<file path="src/rtl/pc_sequencer.sv">
// pc_sequencer
//   Multi-cycle control sequencer for the picoMIPS core. Each instruction is
//   latched in FETCH and decoded in EXEC, which drives the PC increment /
//   relative-branch strobes and the datapath write/select controls. IN stalls
//   on a button press/release handshake. HALT is absorbing until reset.
//
// Ports
//   clk          in   1      system clock, rising edge
//   reset        in   1      synchronous, active-high reset
//   instr        in   Isize  program memory word at current PC
//   zflag        in   1      registered ALU zero flag, valid in EXEC
//   btn          in   1      synchronised, debounced button (1 = pressed)
//   PCincr       out  1      PC += 1 this edge
//   PCrelbranch  out  1      PC += Branchaddr this edge
//   Branchaddr   out  Psize  two's-complement relative offset from ir
//   reg_we       out  1      register-file write enable
//   imm_sel      out  1      ALU operand B from immediate (1) / register (0)
//   in_sel       out  1      write-back from switches (1) / ALU (0)
//   alu_op       out  2      00 pass, 01 add, 10 mult
//   halted       out  1      high in HALT state
//   icount       out  Csize  retired instructions, saturating
//   state_dbg    out  3      current FSM state encoding, for observation
//
// Handshake: IN has no valid/ready pair; the button level is the only
// qualifier. In WAITP a high btn is the press (write-back happens in that
// same cycle); in WAITR a low btn is the release (PC advances in that cycle).
module pc_sequencer #(
    parameter int Psize = 5,
    parameter int Isize = 16,
    parameter int Csize = 8
) (
    input  logic             clk,
    input  logic             reset,
    input  logic [Isize-1:0] instr,
    input  logic             zflag,
    input  logic             btn,
    output logic             PCincr,
    output logic             PCrelbranch,
    output logic [Psize-1:0] Branchaddr,
    output logic             reg_we,
    output logic             imm_sel,
    output logic             in_sel,
    output logic [1:0]       alu_op,
    output logic             halted,
    output logic [Csize-1:0] icount,
    output logic [2:0]       state_dbg
);

    typedef enum logic [2:0] {
        S_FETCH = 3'd0,
        S_EXEC  = 3'd1,
        S_WAITP = 3'd2,
        S_WAITR = 3'd3,
        S_HALT  = 3'd4
    } state_t;

    localparam logic [2:0] OP_NOP  = 3'b000;
    localparam logic [2:0] OP_ADD  = 3'b001;
    localparam logic [2:0] OP_ADDI = 3'b010;
    localparam logic [2:0] OP_MULI = 3'b011;
    localparam logic [2:0] OP_BEQ  = 3'b100;
    localparam logic [2:0] OP_BNE  = 3'b101;
    localparam logic [2:0] OP_IN   = 3'b110;
    localparam logic [2:0] OP_HALT = 3'b111;

    state_t           state;
    state_t           state_next;

    // Only the opcode and offset fields of the instruction register are ever
    // used, so only those are held.
    logic [2:0]       ir_op;
    logic [Psize-1:0] ir_off;

    // Middle instruction bits carry no meaning for the sequencer.
    logic             unused_instr_bits;
    assign unused_instr_bits = ^instr[Isize-4:Psize];

    assign Branchaddr = ir_off;
    assign state_dbg  = state;

    always_ff @(posedge clk) begin
        if (reset) begin
            state  <= S_FETCH;
            ir_op  <= '0;
            ir_off <= '0;
            icount <= '0;
        end else begin
            state <= state_next;
            if (state == S_FETCH) begin
                ir_op  <= instr[Isize-1 -: 3];
                ir_off <= instr[Psize-1:0];
            end
            // An instruction retires on the cycle the PC moves.
            if ((PCincr || PCrelbranch) && (icount != {Csize{1'b1}})) begin
                icount <= icount + Csize'(1);
            end
        end
    end

    always_comb begin
        state_next  = S_FETCH;
        PCincr      = 1'b0;
        PCrelbranch = 1'b0;
        reg_we      = 1'b0;
        imm_sel     = 1'b0;
        in_sel      = 1'b0;
        alu_op      = 2'b00;
        halted      = 1'b0;

        case (state)
            S_FETCH: state_next = S_EXEC;

            S_EXEC: begin
                state_next = S_FETCH;
                case (ir_op)
                    OP_NOP: PCincr = 1'b1;
                    OP_ADD: begin
                        reg_we = 1'b1;
                        alu_op = 2'b01;
                        PCincr = 1'b1;
                    end
                    OP_ADDI: begin
                        reg_we  = 1'b1;
                        imm_sel = 1'b1;
                        alu_op  = 2'b01;
                        PCincr  = 1'b1;
                    end
                    OP_MULI: begin
                        reg_we  = 1'b1;
                        imm_sel = 1'b1;
                        alu_op  = 2'b10;
                        PCincr  = 1'b1;
                    end
                    OP_BEQ: begin
                        PCrelbranch = zflag;
                        PCincr      = ~zflag;
                    end
                    OP_BNE: begin
                        PCrelbranch = ~zflag;
                        PCincr      = zflag;
                    end
                    OP_IN:   state_next = S_WAITP;
                    OP_HALT: state_next = S_HALT;
                    default: state_next = S_FETCH;
                endcase
            end

            S_WAITP: begin
                if (btn) begin
                    reg_we     = 1'b1;
                    in_sel     = 1'b1;
                    state_next = S_WAITR;
                end else begin
                    state_next = S_WAITP;
                end
            end

            S_WAITR: begin
                if (!btn) begin
                    PCincr     = 1'b1;
                    state_next = S_FETCH;
                end else begin
                    state_next = S_WAITR;
                end
            end

            S_HALT: begin
                halted     = 1'b1;
                state_next = S_HALT;
            end

            default: state_next = S_FETCH;
        endcase
    end

endmodule

</file>
<file path="config.mk">
export PLATFORM = sky130hd
export DESIGN_NAME = pc_sequencer
export DESIGN_NICKNAME = d
export VERILOG_FILES = /design/src/rtl/pc_sequencer.sv
export SDC_FILE = /design/constraint.sdc
export NUM_CORES = 1
export LEC_CHECK = 0
export BUFFER_PORTS_ARGS = -buffer_cell sky130_fd_sc_hd__buf_2
export CORE_UTILIZATION = 45
export CTS_CLUSTER_SIZE = 30
export DETAILED_ROUTE_END_ITERATION = 8
export PLACE_DENSITY = 0.84
export SKIP_LAST_GASP = 1
export SLEW_MARGIN = 15
export SYNTH_ARGS = -nofsm -noshare
export SYNTH_HDL_FRONTEND = slang
export SYNTH_SLANG_ARGS = --single-unit
</file>
<file path="constraint.sdc">
create_clock -name clk -period 2.15 [get_ports clk]
set_input_delay 0.215 -clock clk [delete_from_list [all_inputs] [get_ports clk]]
set_output_delay 0.215 -clock clk [all_outputs]
set_load 0.005 [all_outputs]
</file>
==> impl_metrics.json <==
{
  "grt_overflow": 0,
  "period_minus_slack_ns": 1.97,
  "clkTransAtPathRegs_ns": 0.11,
  "status": "finished clean",
  "nFillCells": 211,
  "h-tree-depth": 1,
  "grt_max_degree": 21,
  "placed_area_um2": 1120,
  "crit_type": "flip-flop to output port",
  "routed_via_density": 5.30,
  "antenna_left": 0,
  "cts_setup_buffers": 0,
  "die_area_um2": 2270,
  "avgRoutedWirePerCell_um": 12.2,
  "grt_setup_unrepaired": "no",
  "first_pass_iters": 4,
  "synth-seq-cells": 19,
  "layout-drive-gt1-share_pct": 33.1,
  "grt_pass1_vias": 710,
  "vias": 896,
  "fin_crit_sh_pct": 91.7,
  "wirelength_mm": 2.05,
  "cts_sinks": 19,
  "required_ns": 1.93,
  "tightest_slew_ns": 0.557,
  "cts_tree": "yes",
  "numCtsBuffers": 3,
  "cpPeakStageDelay_ns": 0.51,
  "routabilityCongestion": 0.810,
  "start_kind": "flip-flop",
  "finalHoldViolations": 0,
  "antenna_cells": 0,
  "synthFlopType": "dfxtp_1",
  "finalNetCount": 164,
  "die_w_um": 47.6,
  "synth_edf_count": 0,
  "arrival_ns": 1.76,
  "synthDistinctLibCells": 36,
  "hold_class": "input port to flip-flop",
  "yosysWarningCount": 0,
  "tns_ns": 0,
  "grtUsageTotal_pct": 19.5,
  "synth.area.top_cells": "dfxtp_1 (41%), mux2i_1 (8.5%), nor2_1 (5.6%), a21oi_1 (3.7%), nand3_1 (2.7%)",
  "drv_slew": 0,
  "postSynthAreaPerCell_um2": 8.68,
  "hpwlAfterDp_mm": 1.44,
  "startpoint": "state_dbg[0]",
  "start_util_pct": 47.8,
  "hold_buffers": 0,
  "cts_resized": 0,
  "rows": 16,
  "pre_cts_ws_ns": 0.254,
  "maxCapViolCount": 0,
  "synth_top_area_share_pct": 40.6,
  "place.port_buffers": 35,
  "power.density_nw_per_um2": 582,
  "clock_latency_ns": 0.30,
  "synth_nets": 129,
  "drc": 0,
  "finalInstanceArea_um2": 1150,
  "clock-root-buffer": "clkbuf_4",
  "area_delta_synth_final_pct": 22.6,
  "cp_slowest_cell": "dfxtp_1",
  "synth_top_area_cell": "dfxtp_1",
  "power_uw": 669,
  "netlist_area_um2": 937,
  "antenna_found_initial": 0,
  "path_cells": "nand2b_2, or3_2, nor2_1, and2_1, buf_2",
  "fin_skew_ns": 0.00267,
  "setup_ws_ns": 0.177,
  "critical_path.max_fanout": 8,
  "ir_drop_uv": 372,
  "clockBufferDepth": 2,
  "setup_viol": 0,
  "worstSetupEndpointType": "output port",
  "ios": 44,
  "fp.dieH_um": 47.6,
  "syn_inst": 108,
  "ys_async_sr_fraction_pct": 0,
  "first_iter_violations": 14,
  "yosysSeqAreaShare_pct": 40.6,
  "fmax_mhz": 507,
  "grt_pass1_wl_mm": 3.04,
  "min_from": "instr[13]",
  "r2r-start": "state_dbg[1]",
  "relSlewSlack_pct": 62.7,
  "power.leakage_nw": 0.535,
  "coreArea_um2": 1960
}
placed cells by master, fill, tap and decap left out, types with 2 or more instances in the layout:
cell	n
or4_1	3
o21ai_0	4
nand3_1	5
nor2_1	14
dfxtp_1	19
nor2b_1	2
buf_2	35
clkbuf_4	3
o31ai_1	3
a21oi_1	7
nor3_1	4
a211oi_1	2
inv_1	5
nor4_1	2
nand2_1	4
or3_2	2
mux2i_1	8
cell families (layout without fill, tap and decap cells):
| family | count (synthesis) | count (layout) | synth area share, % |
|---|---|---|---|
| compound gates | 21 | 21 | 14.6 |
| xor+xnor | 2 | 2 | 1.87 |
| fa+ha+maj | 1 | 1 | 1.33 |
| buf+inv | 11 | 45 | 5.47 |
| flops | 19 | 19 | 40.6 |
| mux | 9 | 9 | 9.75 |
| simple gates | 45 | 45 | 26.4 |
metrics by stage:
step	hold WS (ns)	util, %	std cells
floorplan	0.362	-	108
global placement	0.448	57.1	165
detailed placement	0.458	57.1	165
CTS	0.135	58.5	169
global route	0.137	58.5	169
finish	0.137	58.5	169
sequential cells by signal, indices dropped and copies added, names as in the netlist:
name        count
Branchaddr      5
icount          8
ir_op           3
state_dbg       3
final timing paths:
kind | slack [ns] | end | cells after the start
hold reg to reg | 0.50 | icount[6] | 1
hold / removal | 0.14 | ir_op[0] | 3
setup reg to reg | 0.23 | icount[5] | 4
setup / recovery | 0.18 | alu_op[1] | 5
worst max-delay path: cells and delay by family, from the launching register on:
family / cells / cell delay [ns]
buffers and inverters: 1 / 0.10
DFF: 1 / 0.51
and+or+nand+nor: 4 / 0.85
cell usage after synthesis (2+ instances only):
cell type	count
nand3_1	5
clkbuf_1	3
dfxtp_1	19
nor3_1	4
or4_1	3
mux2i_1	8
nor2_1	14
nor4_1	2
buf_2	2
inv_1	5
nand2_1	4
nor2b_1	2
o31ai_1	3
o21ai_0	4
a211oi_1	2
a21oi_1	7
or3_2	2
layout make-up:
| class | instances | area [um^2] | share of cell area (%) |
|---|---|---|---|
| Timing Repair Buffer | 36 | 183 | 15.9 |
| Multi-Input combinational cell | 78 | 505 | 44.0 |
| Clock buffer | 3 | 22.5 | 1.96 |
| Tap cell | 27 | 33.8 | 2.94 |
| Inverter | 5 | 18.8 | 1.63 |
| Sequential cell | 19 | 380 | 33.1 |
| Clock inverter | 1 | 5.00 | 0.436 |
where the power goes:
group          total [mW]  leakage [nW]  internal, mW  switching [mW]
sequential          0.387         0.156         0.368          0.0185
clock               0.182        0.0177        0.0695           0.112
combinational       0.100         0.362        0.0509          0.0491
total               0.669         0.535         0.489           0.180
layer usage:
metal / part of all wire [%] / wire length (um) / up-vias / GRT usage (%)
met5: 0 / 0 / - / 0
met4: 1.5 / 31 / 0 / 6.67
met3: 5.5 / 112 / 5 / 7.17
met2: 49 / 1010 / 26 / 32.9
met1: 44 / 902 / 411 / 23.0
li1: - / - / 454 / -
Power figures use the tool's default switching activity.
